### config.mk
export PLATFORM = sky130hd
export DESIGN_NAME = multicycle_control
export DESIGN_NICKNAME = d
export VERILOG_FILES = /design/src/rtl/ctrl_pkg.sv /design/src/rtl/alu_decoder.sv /design/src/rtl/multicycle_control.sv
export SDC_FILE = /design/constraint.sdc
export NUM_CORES = 1
export LEC_CHECK = 0
export CAP_MARGIN = 20
export CORE_MARGIN = 5
export CORE_UTILIZATION = 36
export CTS_CLUSTER_DIAMETER = 120
export DETAILED_ROUTE_END_ITERATION = 8
export PLACE_DENSITY = 0.81
export SLEW_MARGIN = 10
export SYNTH_ARGS = -nofsm -noshare
export SYNTH_HDL_FRONTEND = slang
export SYNTH_SLANG_ARGS = --single-unit
### constraint.sdc
create_clock -name clk -period 2.35 [get_ports clk]
set_input_delay 0.5875 -clock clk [delete_from_list [all_inputs] [get_ports clk]]
set_output_delay 0.5875 -clock clk [all_outputs]
set_load 0.05 [all_outputs]
### src/rtl/ctrl_pkg.sv
// Shared encodings for the multicycle RV32I control unit: FSM states, ALU op classes,
// ula_control codes, opcodes and datapath mux selects.
package ctrl_pkg;

  typedef enum logic [3:0] {
    S_FETCH    = 4'd0,
    S_DECODE   = 4'd1,
    S_MEMADR   = 4'd2,
    S_MEMREAD  = 4'd3,
    S_MEMWB    = 4'd4,
    S_MEMWRITE = 4'd5,
    S_EXECUTER = 4'd6,
    S_EXECUTEI = 4'd7,
    S_ALUWB    = 4'd8,
    S_BEQ      = 4'd9,
    S_JAL      = 4'd10,
    S_TRAP     = 4'd11
  } state_t;

  typedef enum logic [1:0] {
    ALU_ADD   = 2'b00,
    ALU_SUB   = 2'b01,
    ALU_FUNCT = 2'b10
  } alu_op_t;

  localparam logic [2:0] ULA_AND = 3'b000;
  localparam logic [2:0] ULA_OR  = 3'b001;
  localparam logic [2:0] ULA_ADD = 3'b010;
  localparam logic [2:0] ULA_SUB = 3'b110;
  localparam logic [2:0] ULA_SLT = 3'b111;

  localparam logic [6:0] OP_LW    = 7'b0000011;
  localparam logic [6:0] OP_SW    = 7'b0100011;
  localparam logic [6:0] OP_RTYPE = 7'b0110011;
  localparam logic [6:0] OP_ITYPE = 7'b0010011;
  localparam logic [6:0] OP_BEQ   = 7'b1100011;
  localparam logic [6:0] OP_JAL   = 7'b1101111;

  localparam logic [1:0] SRCA_PC    = 2'b00;
  localparam logic [1:0] SRCA_OLDPC = 2'b01;
  localparam logic [1:0] SRCA_RS1   = 2'b10;

  localparam logic [1:0] SRCB_RS2  = 2'b00;
  localparam logic [1:0] SRCB_IMM  = 2'b01;
  localparam logic [1:0] SRCB_FOUR = 2'b10;

  localparam logic [1:0] RES_ALUOUT    = 2'b00;
  localparam logic [1:0] RES_MEMDATA   = 2'b01;
  localparam logic [1:0] RES_ALURESULT = 2'b10;

  localparam logic [1:0] IMM_I = 2'b00;
  localparam logic [1:0] IMM_S = 2'b01;
  localparam logic [1:0] IMM_B = 2'b10;
  localparam logic [1:0] IMM_J = 2'b11;

  // Immediate format follows the opcode alone, independent of FSM state.
  function automatic logic [1:0] imm_src_of(input logic [6:0] op);
    logic [1:0] sel;
    sel = IMM_I;
    case (op)
      OP_SW:   sel = IMM_S;
      OP_BEQ:  sel = IMM_B;
      OP_JAL:  sel = IMM_J;
      default: sel = IMM_I;
    endcase
    return sel;
  endfunction

endpackage

### src/rtl/alu_decoder.sv
// Combinational ALU decoder: op class plus funct fields -> ula_control, and a flag for
// funct3 values outside the executed subset. Zero latency, no flow control.
module alu_decoder
  import ctrl_pkg::*;
(
  input  alu_op_t     alu_op,
  input  logic [2:0]  funct3,
  input  logic        funct7b5,
  input  logic        op5,
  output logic [2:0]  ula_control,
  output logic        funct_illegal
);

  always_comb begin
    ula_control   = ULA_ADD;
    funct_illegal = 1'b0;
    case (alu_op)
      ALU_ADD: ula_control = ULA_ADD;
      ALU_SUB: ula_control = ULA_SUB;
      ALU_FUNCT: begin
        case (funct3)
          // op5 separates R-type from I-type: addi has no SUB form
          3'b000:  ula_control = (funct7b5 & op5) ? ULA_SUB : ULA_ADD;
          3'b010:  ula_control = ULA_SLT;
          3'b110:  ula_control = ULA_OR;
          3'b111:  ula_control = ULA_AND;
          default: funct_illegal = 1'b1;
        endcase
      end
      default: ula_control = ULA_ADD;
    endcase
  end

endmodule

### src/rtl/multicycle_control.sv
// Moore control FSM for the multicycle RV32I datapath (lw/sw/R/I/beq/jal, else TRAP).
// lw 5, sw/R/I/jal 4, beq 3 cycles; FETCH/MEMREAD/MEMWRITE stall while mem_ready is low.
module multicycle_control
  import ctrl_pkg::*;
#(
  parameter bit MEM_HANDSHAKE = 1'b1
) (
  input  logic        clk,
  input  logic        reset,
  input  logic [6:0]  op,
  input  logic [2:0]  funct3,
  input  logic        funct7b5,
  input  logic        zero,
  input  logic        mem_ready,
  output logic [2:0]  ula_control,
  output logic [1:0]  alu_src_a,
  output logic [1:0]  alu_src_b,
  output logic [1:0]  result_src,
  output logic [1:0]  imm_src,
  output logic        adr_src,
  output logic        ir_write,
  output logic        pc_write,
  output logic        reg_write,
  output logic        mem_write,
  output logic        halted
);

  state_t     state, next_state;
  alu_op_t    alu_op;
  logic       alu_en;
  logic [2:0] dec_ula;
  logic       funct_illegal;
  logic       mem_rdy;
  logic       ir_write_s, pc_write_s, reg_write_s, mem_write_s;

  assign mem_rdy = MEM_HANDSHAKE ? mem_ready : 1'b1;

  alu_decoder u_alu_decoder (
    .alu_op        (alu_op),
    .funct3        (funct3),
    .funct7b5      (funct7b5),
    .op5           (op[5]),
    .ula_control   (dec_ula),
    .funct_illegal (funct_illegal)
  );

  always_ff @(posedge clk or posedge reset) begin
    if (reset) state <= S_FETCH;
    else       state <= next_state;
  end

  always_comb begin
    next_state  = state;
    alu_op      = ALU_ADD;
    alu_en      = 1'b0;
    alu_src_a   = SRCA_PC;
    alu_src_b   = SRCB_RS2;
    result_src  = RES_ALUOUT;
    adr_src     = 1'b0;
    ir_write_s  = 1'b0;
    pc_write_s  = 1'b0;
    reg_write_s = 1'b0;
    mem_write_s = 1'b0;
    halted      = 1'b0;
    case (state)
      S_FETCH: begin
        alu_src_a  = SRCA_PC;
        alu_src_b  = SRCB_FOUR;
        alu_en     = 1'b1;
        result_src = RES_ALURESULT;
        ir_write_s = mem_rdy;
        pc_write_s = mem_rdy;
        if (mem_rdy) next_state = S_DECODE;
      end
      S_DECODE: begin
        alu_src_a = SRCA_OLDPC;
        alu_src_b = SRCB_IMM;
        alu_en    = 1'b1;
        case (op)
          OP_LW, OP_SW: next_state = S_MEMADR;
          OP_RTYPE:     next_state = S_EXECUTER;
          OP_ITYPE:     next_state = S_EXECUTEI;
          OP_BEQ:       next_state = S_BEQ;
          OP_JAL:       next_state = S_JAL;
          default:      next_state = S_TRAP;
        endcase
      end
      S_MEMADR: begin
        alu_src_a  = SRCA_RS1;
        alu_src_b  = SRCB_IMM;
        alu_en     = 1'b1;
        next_state = (op == OP_LW) ? S_MEMREAD : S_MEMWRITE;
      end
      S_MEMREAD: begin
        adr_src = 1'b1;
        if (mem_rdy) next_state = S_MEMWB;
      end
      S_MEMWB: begin
        result_src  = RES_MEMDATA;
        reg_write_s = 1'b1;
        next_state  = S_FETCH;
      end
      S_MEMWRITE: begin
        adr_src     = 1'b1;
        mem_write_s = 1'b1;
        if (mem_rdy) next_state = S_FETCH;
      end
      S_EXECUTER, S_EXECUTEI: begin
        alu_src_a  = SRCA_RS1;
        alu_src_b  = (state == S_EXECUTEI) ? SRCB_IMM : SRCB_RS2;
        alu_op     = ALU_FUNCT;
        alu_en     = 1'b1;
        next_state = funct_illegal ? S_TRAP : S_ALUWB;
      end
      S_ALUWB: begin
        reg_write_s = 1'b1;
        next_state  = S_FETCH;
      end
      S_BEQ: begin
        alu_src_a  = SRCA_RS1;
        alu_src_b  = SRCB_RS2;
        alu_op     = ALU_SUB;
        alu_en     = 1'b1;
        pc_write_s = zero;
        next_state = S_FETCH;
      end
      S_JAL: begin
        alu_src_a  = SRCA_OLDPC;
        alu_src_b  = SRCB_FOUR;
        alu_en     = 1'b1;
        pc_write_s = 1'b1;
        next_state = S_ALUWB;
      end
      S_TRAP: begin
        halted     = 1'b1;
        next_state = S_TRAP;
      end
      default: next_state = S_FETCH;
    endcase
  end

  // States that do not use the ALU present ula_control = 000.
  assign ula_control = alu_en ? dec_ula : 3'b000;
  assign imm_src     = imm_src_of(op);

  // Reset is applied asynchronously, so strobes are masked for the whole reset cycle.
  assign ir_write  = ir_write_s  & ~reset;
  assign pc_write  = pc_write_s  & ~reset;
  assign reg_write = reg_write_s & ~reset;
  assign mem_write = mem_write_s & ~reset;

endmodule

---- After elaboration in Yosys (flattened, before gate mapping) ----
Cells that the tools add are included.
storage, ports and cells
  ROM bits ................................ 0
  input bits .............................. 15
  RAM bits ................................ 0
  memories ................................ 0
  logic and storage cells ................. 71
  output and inout bits ................... 17
  flip-flop bits (word level) ............. 4
  latch bits .............................. 0
operators by class
  reductions and logical operators ........ 13
  add/subtract/negate cells ............... 0
  multiplexer cells ....................... 26
  bitwise gates (word level) .............. 6
  shift-type cells ........................ 0
  divide/modulo/power cells ............... 0
  multipliers ............................. 0
  $lt $le $gt $ge ......................... 0
  equality and inequality tests ........... 25
operators with widths
  operator                                                               count
  4-bit case mux with 8 select lines                                     1
  4-bit case mux with 5 select lines                                     1
  4-bit by 3-bit equality test with 1-bit output, second input constant  4
  4-bit equality test, second input constant                             4
  7-bit by 6-bit equality test with 1-bit output, second input constant  2
  7-bit equality test, second input constant                             2
  2-bit OR reduction                                                     7
  4-bit 2-to-1 mux                                                       3
  2-bit case mux with 2 select lines                                     3
  2-bit case mux with 3 select lines                                     2
  3-bit case mux with 4 select lines                                     1
  1-bit 2-to-1 mux                                                       9
  3-bit 2-to-1 mux                                                       3
  4-bit by 2-bit equality test with 1-bit output, second input constant  2
  4-bit OR reduction                                                     2
  7-bit by 2-bit equality test with 1-bit output, second input constant  1
  7-bit by 5-bit equality test with 1-bit output, second input constant  1
  7-bit OR reduction                                                     1
  3-bit equality test, second input constant                             2
  2-bit inequality test, second input constant                           3
  3-bit case mux with 2 select lines                                     1
  1-bit bitwise AND                                                      5
  4-bit by 1-bit equality test with 1-bit output, second input constant  1
  4-bit zero test                                                        1
  other kinds (8)                                                        8

---- Logic depth before layout (Yosys ltp) ----
  depth after elaboration ................. 7
  gate-level depth with buffers ........... 8
  mapped depth without buffers ............ 7

---- Modules after synthesis ----
From an unflattened synthesis, not the netlist that was laid out.
unflattened totals
  cells, all modules ...................... 108
  area, all modules ....................... 713.2 µm²
modules (own cells, without submodules)
  module              sequential area each (µm²)  instances  area each (µm²)  cells each
  multicycle_control  100.1                       1          613.1            94
  alu_decoder         0.0                         1          100.1            14

---- Worst setup path after synthesis ----
OpenSTA, ideal clock, no wires.
  path kind ............................... reg-to-output
  start point ............................. register state[2]
  end point ............................... output reg_write
  data arrival time ....................... 2.256 ns
  required time ........................... 1.762 ns
  cell stages (with the launch flop) ...... 5
  setup slack ............................. -0.493 ns
  path buffers ............................ 2
  path through ............................ dfrtp_1 > buf_2 > buf_2 > xnor2_1 > nor4_1
between the ends
  longest elaborated chain between the ends .. 4
  elaborated cells between the ends (all ways) .. 5
  classes of those cells .................. eq/ne: 2; mux: 1; bitwise: 1; reduce/logical: 1
ends and longest elaborated chain
  element                                                                                       RTL line                   RTL
  start, declared                                                                               multicycle_control.sv:28   state_t state, next_state;
  start signal, assigned                                                                        multicycle_control.sv:49   else state <= next_state;
  4-bit equality test / 4-bit by 3-bit equality test with 1-bit output (equally long branches)  multicycle_control.sv:65   case (state)
  2-bit OR reduction (no line) (*)                                                              --
  1-bit 2-to-1 mux (*)                                                                          multicycle_control.sv:65
  1-bit bitwise AND (*)                                                                         multicycle_control.sv:149  assign reg_write = reg_write_s & ~reset;
  end, declared                                                                                 multicycle_control.sv:23   output logic reg_write,
Mark *: on every way between the ends. The rest lies on a longest branch, timed or not.

---- Worst setup path in the final report ----
  start point ............................. register state[3]
  end point ............................... output ula_control[0]
between the ends
  longest elaborated chain between the ends .. 6
  elaborated cells between the ends (all ways) .. 15
  classes of those cells .................. eq/ne: 8; mux: 4; reduce/logical: 3
ends and longest elaborated chain
  element                                                                                       RTL line                   RTL
  4-bit by 3-bit equality test with 1-bit output                                                multicycle_control.sv:65
  2-bit OR reduction                                                                            --
  2-bit case mux with 2 select lines                                                            multicycle_control.sv:65
  2-bit equality test / 2-bit by 1-bit equality test with 1-bit output (equally long branches)  alu_decoder.sv:17          case (alu_op)
  3-bit case mux with 2 select lines                                                            alu_decoder.sv:17
  3-bit 2-to-1 mux (*)                                                                          multicycle_control.sv:143  assign ula_control = alu_en ? dec_ula : 3'b000;
  end, declared                                                                                 multicycle_control.sv:15   output logic [2:0] ula_control,
Marks and branches as above.

==> flow_metrics.env <==
export IMPL_outcome="finished, violations left"
export IMPL_violations="negative setup slack"
export IMPL_root_buffer="clkbuf_4"
export IMPL_worst_path_max_delay_cell="dfrtp_1"
export IMPL_timing_max_slew_rel_slack_pct=73.3
export IMPL_netlist_cell_type_count=37
export IMPL_cp_arrival_ns=1.83
export IMPL_drc_errors=0
export IMPL_synth_simple_gate_area_share_pct=45.2
export IMPL_clk_latency_ns=0.24
export IMPL_critical_path_max_stage_delay_ns=0.40
export IMPL_drv_cap=0
export IMPL_num_rows=16
export IMPL_tightest_slew_ns=0.399
export IMPL_core_area_um2=1940
export IMPL_combPwrFrac_pct=87.8
export IMPL_yosysTopAreaCell="dfrtp_1"
export IMPL_antenna_found_initial=0
export IMPL_synth_avg_cell_area_um2=6.46
export IMPL_drv_slew=0
export IMPL_peakVddDrop_mv=1.12
export IMPL_synth_top_family_by_area="simple AND/OR/NAND/NOR gates"
export IMPL_dp_hpwl_um=2120
export IMPL_setup_violations=2
export IMPL_synth_edf_count=0
export IMPL_drive_gt1_share_pct=44.5
export IMPL_gp_congestion=0.907
export IMPL_io_pins=32
export IMPL_clock_skew_ns=0.00325
export IMPL_post_place_ws_ns=-0.362
export IMPL_clkPwrFrac_pct=4.7
export IMPL_cp_start_kind="register"
export IMPL_hp_class="reg2reg"
export IMPL_p_leak_nw=0.613
export IMPL_synth_common_cells="a21oi_1 (11), nand2_1 (11), nor2_1 (11)"
export IMPL_layout_nets=183
export IMPL_reg_top3="state x4"
export IMPL_reg2reg_slack_ns=0.75
export IMPL_largest_reg_flops=4
export IMPL_synth_fa_ha_area_share_pct=3.46
export IMPL_syn_inst=112
export IMPL_cts_clk_slew_worst_paths_ns=0.04
export IMPL_grt_pass1_wl_um=4310
export IMPL_dieArea_um2=3010
export IMPL_grtUsageTotal_pct=19.8
export IMPL_initial_core_util_pct=37.2
export IMPL_firstDrtPassIters=4
export IMPL_power_internal_uw=885
export IMPL_syn_to_final_growth_pct=114
export IMPL_post_place_cells=179
export IMPL_cts_buffers=3
export IMPL_cts_max_level=1
export IMPL_drtIter0Drc=41
export IMPL_cts_buffer_depth=2
export IMPL_vias=1055
export IMPL_register_area_um2=103
export IMPL_synthArstFlopShare_pct=100
export IMPL_switching_share_pct=52.8
export IMPL_synthFlopType="dfrtp_1"
export IMPL_cts_sinks=4
export IMPL_fmax_mhz=413
export IMPL_die_h_um=54.8
export IMPL_synth_xor_area_share_pct=3.63
export IMPL_final_cell_area_um2=1550
export IMPL_die_width_um=54.8
export IMPL_period_share_pct=103
export IMPL_final_min_clock_period_ns=2.42
export IMPL_placedInstanceArea_um2=1350
export IMPL_crit_path_end_kind="output pin"
export IMPL_critPathKind="reg2out"
export IMPL_yosys_area_top_type_share_pct=13.8
export IMPL_wl_per_cell_um=15.2
export IMPL_cp_max_fo=4
export IMPL_final_cells=191
export IMPL_ant_nets=0
export IMPL_grt_max_degree=18
export IMPL_synth_seq_area_share_pct=13.8
export IMPL_p_per_area_nw_per_um2=1210
export IMPL_synth_compound_area_share_pct=25.4
export IMPL_cts_tree="built"
export IMPL_yosysWarnings=0
export IMPL_multi_input_area_um2=708
export IMPL_seqPwrFrac_pct=7.6
export IMPL_ys_ff_latch=4
export IMPL_grt_pass1_vias=969
export IMPL_synth_fp_nets=129
export IMPL_hold_viol_final=0
export IMPL_num_fill_cells=136
export IMPL_via_per_inst=5.52
export IMPL_globalRoute_totalOverflow=0
export IMPL_synth_area_top_cells="dfrtp_1 (14%), nand2b_1 (7.8%), a21oi_1 (7.6%)"
export IMPL_largest_register="state"
export IMPL_diodes=0
export IMPL_syn_area_um2=723
export IMPL_worstPathRequired_ns=1.76
export IMPL_path_cells="nand3b_1 -> ha_4 -> inv_2 -> o2111a_1 -> and4b_4 -> buf_12"
export IMPL_portBuffers=31
export IMPL_wl_um=2910
export IMPL_synth_mux_area_share_pct=0
export IMPL_setup_ws_ns=-0.0711
export IMPL_p_switching_uw=991
export IMPL_rsz0062_at_grt="true"
-- area by class of cell --
type / instances / area share [%]
clock buffers: 3 / 1.45
inverters: 7 / 1.70
multi-input cells: 94 / 45.7
flip-flops and latches: 4 / 6.62
well taps: 27 / 2.18
repair buffers: 56 / 42.3
-- metal layers --
layer | up-vias | wire length, um | global-route usage (%)
met5 | - | 0 | 0
met4 | 0 | 41 | 5.39
met3 | 4 | 196 | 3.00
met2 | 50 | 1510 | 35.6
met1 | 493 | 1160 | 23.9
li1 | 508 | - | -
-- cell usage in the layout (no fill, tap or decap), types with 3 or more instances in the layout --
master           instances
a21oi_1                  8
nor2_1                   8
buf_12                  16
inv_1                    5
o21ai_0                  3
nand3_1                  5
a31oi_1                  3
nand2_1                 11
clkdlybuf4s50_1         13
nand2b_1                 9
buf_4                   26
clkbuf_4                 3
-- power groups by stage --
stage / clock network [mW] / logic, mW / registers (mW)
after floorplan: 0 / 0.879 / 0.118
after global placement: 0 / 1.46 / 0.132
after detailed placement: 0 / 1.48 / 0.133
after CTS: 0.0846 / 1.56 / 0.134
after global routing: 0.0897 / 1.74 / 0.143
final: 0.0874 / 1.65 / 0.142
-- timing repair --
item,in CTS,in global routing
resized for setup,12,14
cloned,0,0
pin swaps,4,6
endpoints found under the setup margin,7,9
buffers inserted,6,3
hold buffers,0,0
-- cell families (layout without fill, tap and decap cells) --
kind of cell	after synthesis	count (layout)
flops	4	4
xor+xnor	3	3
fa+ha+maj	2	2
buf+inv	14	66
simple gates	60	60
compound gates	29	29
-- path summary, 6_finish.rpt --
check | from | to | cells after the start
max | state[3] | ula_control[0] | 6
min reg2reg | state[3] | state[0] | 4
max in group asynchronous | reset | state[1] | 2
max reg2reg | state[2] | state[0] | 6
min in group asynchronous | reset | state[3] | 2
min | state[3] | state[0] | 4
-- through the flow --
step | setup TNS (ns) | hold slack, ns | total power, mW | utilization, %
after floorplan | -0.128 | 0.354 | 0.997 | -
after global placement | -0.308 | 0.629 | 1.59 | 69.7
after detailed placement | -0.482 | 0.641 | 1.61 | 69.7
after CTS | -0.104 | 0.745 | 1.78 | 74.9
after global routing | -0.183 | 0.826 | 1.97 | 79.8
final | -0.0759 | 0.768 | 1.88 | 79.8
-- critical path, delay by kind of cell, from the launching register on --
family,cells,cell delay (ns)
DFF,1,0.40
AOI/OAI and AO/OA,1,0.20
and+or+nand+nor,2,0.52
buffers and inverters,2,0.17
adders and majority gates,1,0.30
(Power assumes the default switching activity.)
